<file path="src/rtl/alu_seq.sv">
// Multi-nibble sequencer that drives a 4-bit ALU slice one nibble per cycle,
// least-significant first, chaining carry and collecting a word result.
module alu_seq #(
   parameter  int unsigned NIBBLES = 4,
   localparam int unsigned W       = 4 * NIBBLES
) (
   input  logic         i_clk,
   input  logic         i_rst,
   input  logic         i_cmd_valid,
   output logic         o_cmd_ready,
   input  logic [2:0]   i_cmd_op,
   input  logic [W-1:0] i_cmd_a,
   input  logic [W-1:0] i_cmd_b,
   output logic         o_res_valid,
   input  logic         i_res_ready,
   output logic [W-1:0] o_res_f,
   output logic         o_res_carry,
   output logic         o_res_zero,
   output logic         o_res_err,
   output logic [3:0]   o_alu_a,
   output logic [3:0]   o_alu_b,
   output logic [3:0]   o_alu_s,
   output logic         o_alu_m,
   output logic         o_alu_crin,
   input  logic [3:0]   i_alu_f,
   input  logic         i_alu_crout
);

   localparam int unsigned IW = (NIBBLES > 1) ? $clog2(NIBBLES) : 1;

   localparam logic [2:0] OP_ADD  = 3'd0;
   localparam logic [2:0] OP_SUB  = 3'd1;
   localparam logic [2:0] OP_INC  = 3'd2;
   localparam logic [2:0] OP_NOR  = 3'd3;
   localparam logic [2:0] OP_MOVB = 3'd4;

   typedef enum logic [1:0] {S_IDLE, S_RUN, S_DONE} state_t;

   state_t         r_state;
   logic [2:0]     r_op;
   logic [W-1:0]   r_a;
   logic [W-1:0]   r_b;
   logic [IW-1:0]  r_idx;
   logic           r_carry;
   logic [W-1:0]   r_res_f;
   logic           r_res_zero;
   logic           r_res_err;

   logic [3:0]     w_a;
   logic [3:0]     w_b;
   logic [3:0]     w_s;
   logic           w_m;
   logic           w_crin;
   logic           w_arith;
   logic           w_illegal;
   logic           w_last;
   logic [W-1:0]   w_f_next;

   assign w_arith   = (r_op == OP_ADD) || (r_op == OP_SUB) || (r_op == OP_INC);
   assign w_illegal = (i_cmd_op > OP_MOVB);
   assign w_last    = (r_idx == IW'(NIBBLES - 1));

   // ALU drive is combinational from state, latched op and nibble index; zero outside RUN.
   always_comb begin
      w_a      = '0;
      w_b      = '0;
      w_s      = '0;
      w_m      = 1'b0;
      w_crin   = 1'b0;
      w_f_next = r_res_f;
      w_f_next[r_idx*4 +: 4] = i_alu_f;
      if (r_state == S_RUN) begin
         w_crin = r_carry;
         case (r_op)
            OP_ADD:  begin w_a = r_a[r_idx*4 +: 4]; w_b = r_b[r_idx*4 +: 4]; w_s = 4'h9; end
            OP_SUB:  begin w_a = r_a[r_idx*4 +: 4]; w_b = r_b[r_idx*4 +: 4]; w_s = 4'h6; end
            OP_INC:  begin w_a = r_a[r_idx*4 +: 4]; w_s = 4'h0; end
            OP_NOR:  begin w_a = r_a[r_idx*4 +: 4]; w_b = r_b[r_idx*4 +: 4]; w_s = 4'h1; w_m = 1'b1; end
            OP_MOVB: begin w_a = r_a[r_idx*4 +: 4]; w_b = r_b[r_idx*4 +: 4]; w_s = 4'hA; w_m = 1'b1; end
            default: w_crin = 1'b0;
         endcase
      end
   end

   always_ff @(posedge i_clk or posedge i_rst) begin
      if (i_rst) begin
         r_state    <= S_IDLE;
         r_op       <= '0;
         r_a        <= '0;
         r_b        <= '0;
         r_idx      <= '0;
         r_carry    <= 1'b0;
         r_res_f    <= '0;
         r_res_zero <= 1'b0;
         r_res_err  <= 1'b0;
      end else begin
         case (r_state)
            S_IDLE: begin
               if (i_cmd_valid) begin
                  r_op       <= i_cmd_op;
                  r_a        <= i_cmd_a;
                  r_b        <= i_cmd_b;
                  r_idx      <= '0;
                  r_res_f    <= '0;
                  r_carry    <= (i_cmd_op == OP_SUB) || (i_cmd_op == OP_INC);
                  r_res_err  <= w_illegal;
                  r_res_zero <= w_illegal;
                  r_state    <= w_illegal ? S_DONE : S_RUN;
               end
            end
            S_RUN: begin
               r_res_f <= w_f_next;
               r_carry <= w_arith ? i_alu_crout : 1'b0;
               r_idx   <= r_idx + IW'(1);
               if (w_last) begin
                  r_res_zero <= (w_f_next == '0);
                  r_state    <= S_DONE;
               end
            end
            S_DONE: begin
               if (i_res_ready) r_state <= S_IDLE;
            end
            default: r_state <= S_IDLE;
         endcase
      end
   end

   assign o_cmd_ready = (r_state == S_IDLE);
   assign o_res_valid = (r_state == S_DONE);
   assign o_res_f     = r_res_f;
   assign o_res_carry = r_carry;
   assign o_res_zero  = r_res_zero;
   assign o_res_err   = r_res_err;
   assign o_alu_a     = w_a;
   assign o_alu_b     = w_b;
   assign o_alu_s     = w_s;
   assign o_alu_m     = w_m;
   assign o_alu_crin  = w_crin;

endmodule

</file>
<file path="config.mk">
export PLATFORM = sky130hd
export DESIGN_NAME = alu_seq
export DESIGN_NICKNAME = d
export VERILOG_FILES = /design/src/rtl/alu_seq.sv
export SDC_FILE = /design/constraint.sdc
export NUM_CORES = 1
export LEC_CHECK = 0
export ABC_CLOCK_PERIOD_IN_PS = 2900
export CAP_MARGIN = 20
export CORE_UTILIZATION = 48
export DETAILED_ROUTE_END_ITERATION = 10
export PLACE_DENSITY = 0.78
export SETUP_SLACK_MARGIN = 0.4
export SLEW_MARGIN = 5
export SYNTH_ARGS = -nofsm -noshare
export SYNTH_HDL_FRONTEND = slang
export SYNTH_SLANG_ARGS = --single-unit
</file>
<file path="constraint.sdc">
create_clock -name i_clk -period 2.9 [get_ports i_clk]
set_clock_uncertainty 0.15 [all_clocks]
set_input_delay 0.725 -clock i_clk [delete_from_list [all_inputs] [get_ports i_clk]]
set_output_delay 0.725 -clock i_clk [all_outputs]
set_load 0.05 [all_outputs]
</file>
== Word-level counts from Yosys, hierarchy flattened ==
Cells that the tools add are included.
Storage, ports and cells
  input bits: 44
  register bits: 58
  output and inout port bits: 35
  word-level logic and storage cells: 68
Operators by class
  shift-type cells: 4
  order comparisons: 1
  $add $sub $neg: 2
  equal/unequal tests: 12
  muxes and demuxes: 26
  reductions and logical operators: 14
Operators with widths (count)
  $neg A4 Y34: 1
  $shift A4 B34 Y16 const A: 1
  $shiftx A4 B34 Y16: 1
  $pmux W16 S2: 1
  $shiftx A16 B5 Y4: 2
  $mux W4: 5
  $bwmux W16: 1
  $logic_not A16 Y1: 1
  $mux W16: 1
  $pmux W4 S4: 1
  $mux W2: 5
  $eq A3 B2 Y1 const B: 3
  $mux W1: 8
  $eq A3 B1 Y1 const B: 2
  $pmux W2 S3: 1
  $reduce_and A3 Y1: 2
  $reduce_or A5 Y1: 1
  $eq A2 B2 Y1 const B: 2
  $ne A2 B2 Y1 const B: 2
  $pmux W1 S2: 2
  $pmux W2 S2: 1
  $reduce_and A2 Y1: 2
  $reduce_or A4 Y1: 1
  $eq A3 B3 Y1 const B: 1
  other kinds (9): 11

== Longest topological paths before layout ==
  depth in word-level cells: 6
  depth in mapped cells: 8
  depth with buffers taken out: 6

== Worst setup path before layout ==
OpenSTA, ideal clock, no wires.
  path type: reg-to-output
  from: register r_state[1]
  to: output port o_alu_s[2]
  arrival time: 2405 ps
  required time: 2025 ps
  cell stages (with the launch flop): 4
  setup slack: -380 ps
  cells stage by stage: dfrtp_1 -> nand2b_2 -> buf_2 -> nor4b_1
On the way
  word-level cells in the longest chain between the ends: 2
RTL lines
  from (decl): line 39  | state_t r_state;
  from (signal assigned): line 108  | r_state <= w_illegal ? S_DONE : S_RUN;
  $eq A2 B1 Y1: line 72  | if (r_state == S_RUN) begin
  $mux W4: line 72
  to (decl): line 22  | output logic [3:0] o_alu_s,
No other way between the ends.

== Final worst setup path ==
  from: register r_idx[0]
  to: output port o_alu_a[2]
On the way
  word-level cells in the longest chain between the ends: 3
RTL lines
  from (decl): line 43  | logic [IW-1:0] r_idx;
  from (signal assigned): line 114  | r_idx <= r_idx + IW'(1);
  $shiftx A16 B5 Y4
  $mux W4
  $mux W4: line 72
  to (decl): line 20  | output logic [3:0] o_alu_a,
No other way between the ends.

==> results.yml <==
timing:
  setup_tns_ns: 0
  fin_ws_ns: 0.3183
  worst_pin_slew_ns: 0.5147
  finalMaxSlewViolations: 0
  final_hold_viol_count: 0
  fmax_mhz: 387.3
  relSlewSlack: 0.6558
  fin_crit_ns: 2.582
  setup_viol: 0
  rsz0062_at_grt: "yes"
  finalCritPeriodShare: 0.8902
power:
  swShare: 0.4016
  intPower_w: 0.002953
  p_clk_frac: 0.158
  comb_power_share: 0.556
  p_per_area_nw_per_um2: 1138
  p_seq_frac: 0.286
  irDropWorstVdd_uv: 651.6
  p_leak_nw: 1.795
  p_sw_w: 0.001981
outcome:
  violations: "DRC"
  status: "finished with violations"
synth:
  synth_edf_count: 0
  ys_seq_area_frac: 0.4942
  synth_cells: 224
  syn-cell-area_um2: 2937
  avgSynthCellArea_um2: 13.11
  synth-async-reset-ratio: 1.000
  ys_seq_elements: 58
  synth_ff_type: "dfrtp_1"
  synth_cell_types: 44
  synth_fp_nets: 274
  ys_warn_count: 0
route:
  postRouteAntennaNets: 0
  drt-total-wl_um: 6784
  drt_first_pass_iters: 7
  via_per_inst: 5.574
  drt_iter0_markers: 107
  drcViolationCount: 1
  post_drt_wl_per_cell_um: 16.92
  route.vias.total: 2235
layout:
  fin_util: 0.7322
  drive_gt1_frac: 0.3834
  syn2layout_area_growth_pct: 47.64
  final_area_um2: 4335
  diodes: 0
  layout.nets: 372
placement:
  port_buffers: 78
  dp_hpwl_um: 4570
  dpl_cell_area_um2: 3862
  place.gp.congestion: 0.8054
  dp_slack_ns: 0.4304
critical_path:
  critPathLaunchType: "flip-flop"
  rr_startpoint: "r_idx[0]"
  worst_setup_path_end_kind: "output port"
  cp_max_fo: 7
  worstRegToRegCells: 7
  worstReg2RegEnd: "o_res_f[12]"
  crit_required_ns: 2.03
  ff2ff_setup_slack_ns: 0.54
  cp.arrival_ns: 1.71
  worst-setup-path-type: "reg -> out"
die:
  die_w_um: 80.22
  io_pins: 79
  start_util: 0.4960
  dieHeight_um: 80.22
  die_area_um2: 6434
  core_area_um2: 5921
  row_count: 28
min_path:
  min_from: "r_b[8]"
  whs_path_depth: 1
  hold_end: "r_b[8]"
  hp-class: "reg -> reg"
clock_tree:
  tritoncts: "yes"
  cts_buffers: 9
  htreeDepth: 3
  cts.sinks: 58
  root_buffer: "clkbuf_8"
  clk_latency_ns: 0.34
  cts_buffer_depth: 2
  path_clk_slew_ns: 0.07
grt:
  grt_pass1_vias: 2177
  overflow: 0
  grt_pass1_wl_um: 10980
  grt_max_degree: 43
  grt_usage: 0.2333
  antenna_found_initial: 0
flow_run:
  cap_violations: 0
critical path: stages, from the launching register on:
cell and delay, ns:
dfrtp_2 0.40, buf_12 0.14, mux4_2 0.50, and3_4 0.17
buf_8 0.14
how the worst max path moves through the flow:
stage,to,startpoint
after floorplan,o_alu_s[0],r_state[1]
after global placement,o_res_zero,i_alu_f[2]
after detailed placement,o_res_f[12],i_cmd_valid
after CTS,o_alu_b[3],r_idx[0]
after global routing,o_alu_a[2],r_idx[0]
final,o_alu_a[2],r_idx[0]
cells in the mapped netlist (2+ instances only):
library cell | n | share of area
clkbuf_1 | 4 | 0.0051
nor2b_1 | 4 | 0.0085
mux2_2 | 33 | 0.13
nor2_1 | 7 | 0.0089
a22o_1 | 14 | 0.042
mux2i_1 | 3 | 0.010
mux2_1 | 2 | 0.0077
nor4_1 | 4 | 0.0085
o21ai_1 | 3 | 0.0051
a31oi_4 | 2 | 0.014
a21oi_1 | 5 | 0.0085
o211ai_1 | 2 | 0.0051
buf_4 | 3 | 0.0077
ha_1 | 6 | 0.026
a31oi_1 | 2 | 0.0043
dfrtp_1 | 58 | 0.49
nand2_1 | 7 | 0.0089
nor4_4 | 2 | 0.014
mux4_2 | 8 | 0.061
xnor2_1 | 2 | 0.0060
o21ai_0 | 9 | 0.015
nor3_1 | 4 | 0.0068
and3_1 | 10 | 0.021
buf_6 | 5 | 0.019
inv_1 | 6 | 0.0077
through the flow:
step,hold WS (ns),power (W),instances
floorplan,0.3251,0.003072,224
global placement,0.3357,0.003698,372
detailed placement,0.3430,0.003744,372
CTS,0.3572,0.004810,392
global route,0.3705,0.005198,401
finish,0.3528,0.004934,401
routing by layer:
metal  up-vias  share of wire  GRT usage
met5         -              0          0
met4         0          0.012    0.08750
met3         9          0.054    0.07614
met2        70           0.52     0.3821
met1      1126           0.42     0.2862
li1       1030              -          -
registers in the layout (all words and copies together) (netlist names), 2 cells and up:
name	cells
o_res_f	16
r_a	16
r_b	16
r_idx	2
r_op	3
r_state	2
cells by family (layout without fill, tap and decap cells):
kind of cell               after synthesis  after routing  synth area share
DFF                                     58             58            0.4942
and+or+nand+nor                         49             49            0.1129
muxes                                   46             46            0.2058
AOI/OAI and AO/OA                       43             43            0.1112
buffers and inverters                   19            121           0.04132
adders and majority gates                6              6           0.02556
xor gates and xnor gates                 3              3          0.008949
power by group through the flow:
stage          Clock [W]  Combinational, W  Sequential [W]
5_1_grt         0.000829           0.00291         0.00146
6_report        0.000778           0.00274         0.00141
3_5_place_dp           0           0.00232         0.00142
2_1_floorplan          0           0.00163         0.00145
3_3_place_gp           0           0.00229         0.00141
4_1_cts         0.000790           0.00260         0.00142
timing repair:
| action | 4_1_cts | 5_1_grt |
|---|---|---|
| hold buffers | 0 | 0 |
| gates resized for setup | 37 | 6 |
| endpoints found under the setup margin | 16 | 17 |
| pin swaps | 8 | 0 |
| setup buffers | 5 | 9 |
cell type report:
| type | count | area [um2] |
|---|---|---|
| tap | 75 | 93.84 |
| sequential | 58 | 1460 |
| multi-input combinational | 147 | 1454 |
| clock inverter | 2 | 35.03 |
| fill | 406 | 1585 |
| timing repair buffer | 100 | 1097 |
| inverter | 6 | 26.28 |
| clock buffer | 13 | 168.9 |
cells in the final DEF (no fill, tap or decap), types with 2 or more instances in the layout:
cell type,count
a21oi_1,5
a22o_1,14
a31oi_1,2
a31oi_4,2
and3_1,2
and3_4,8
buf_12,10
buf_4,17
buf_8,8
clkbuf_8,12
clkdlybuf4s50_1,62
dfrtp_1,51
dfrtp_2,7
dlygate4sd2_1,2
ha_1,5
inv_1,4
mux2_1,2
mux2_2,33
mux2i_1,2
mux4_2,8
nand2_1,7
nor2_1,6
nor2b_1,4
nor3_2,3
nor4_1,4
nor4_4,2
o211ai_1,2
o21ai_0,9
o21ai_1,3
xnor2_1,2
Note: power is estimated with default switching activity, not from simulation.
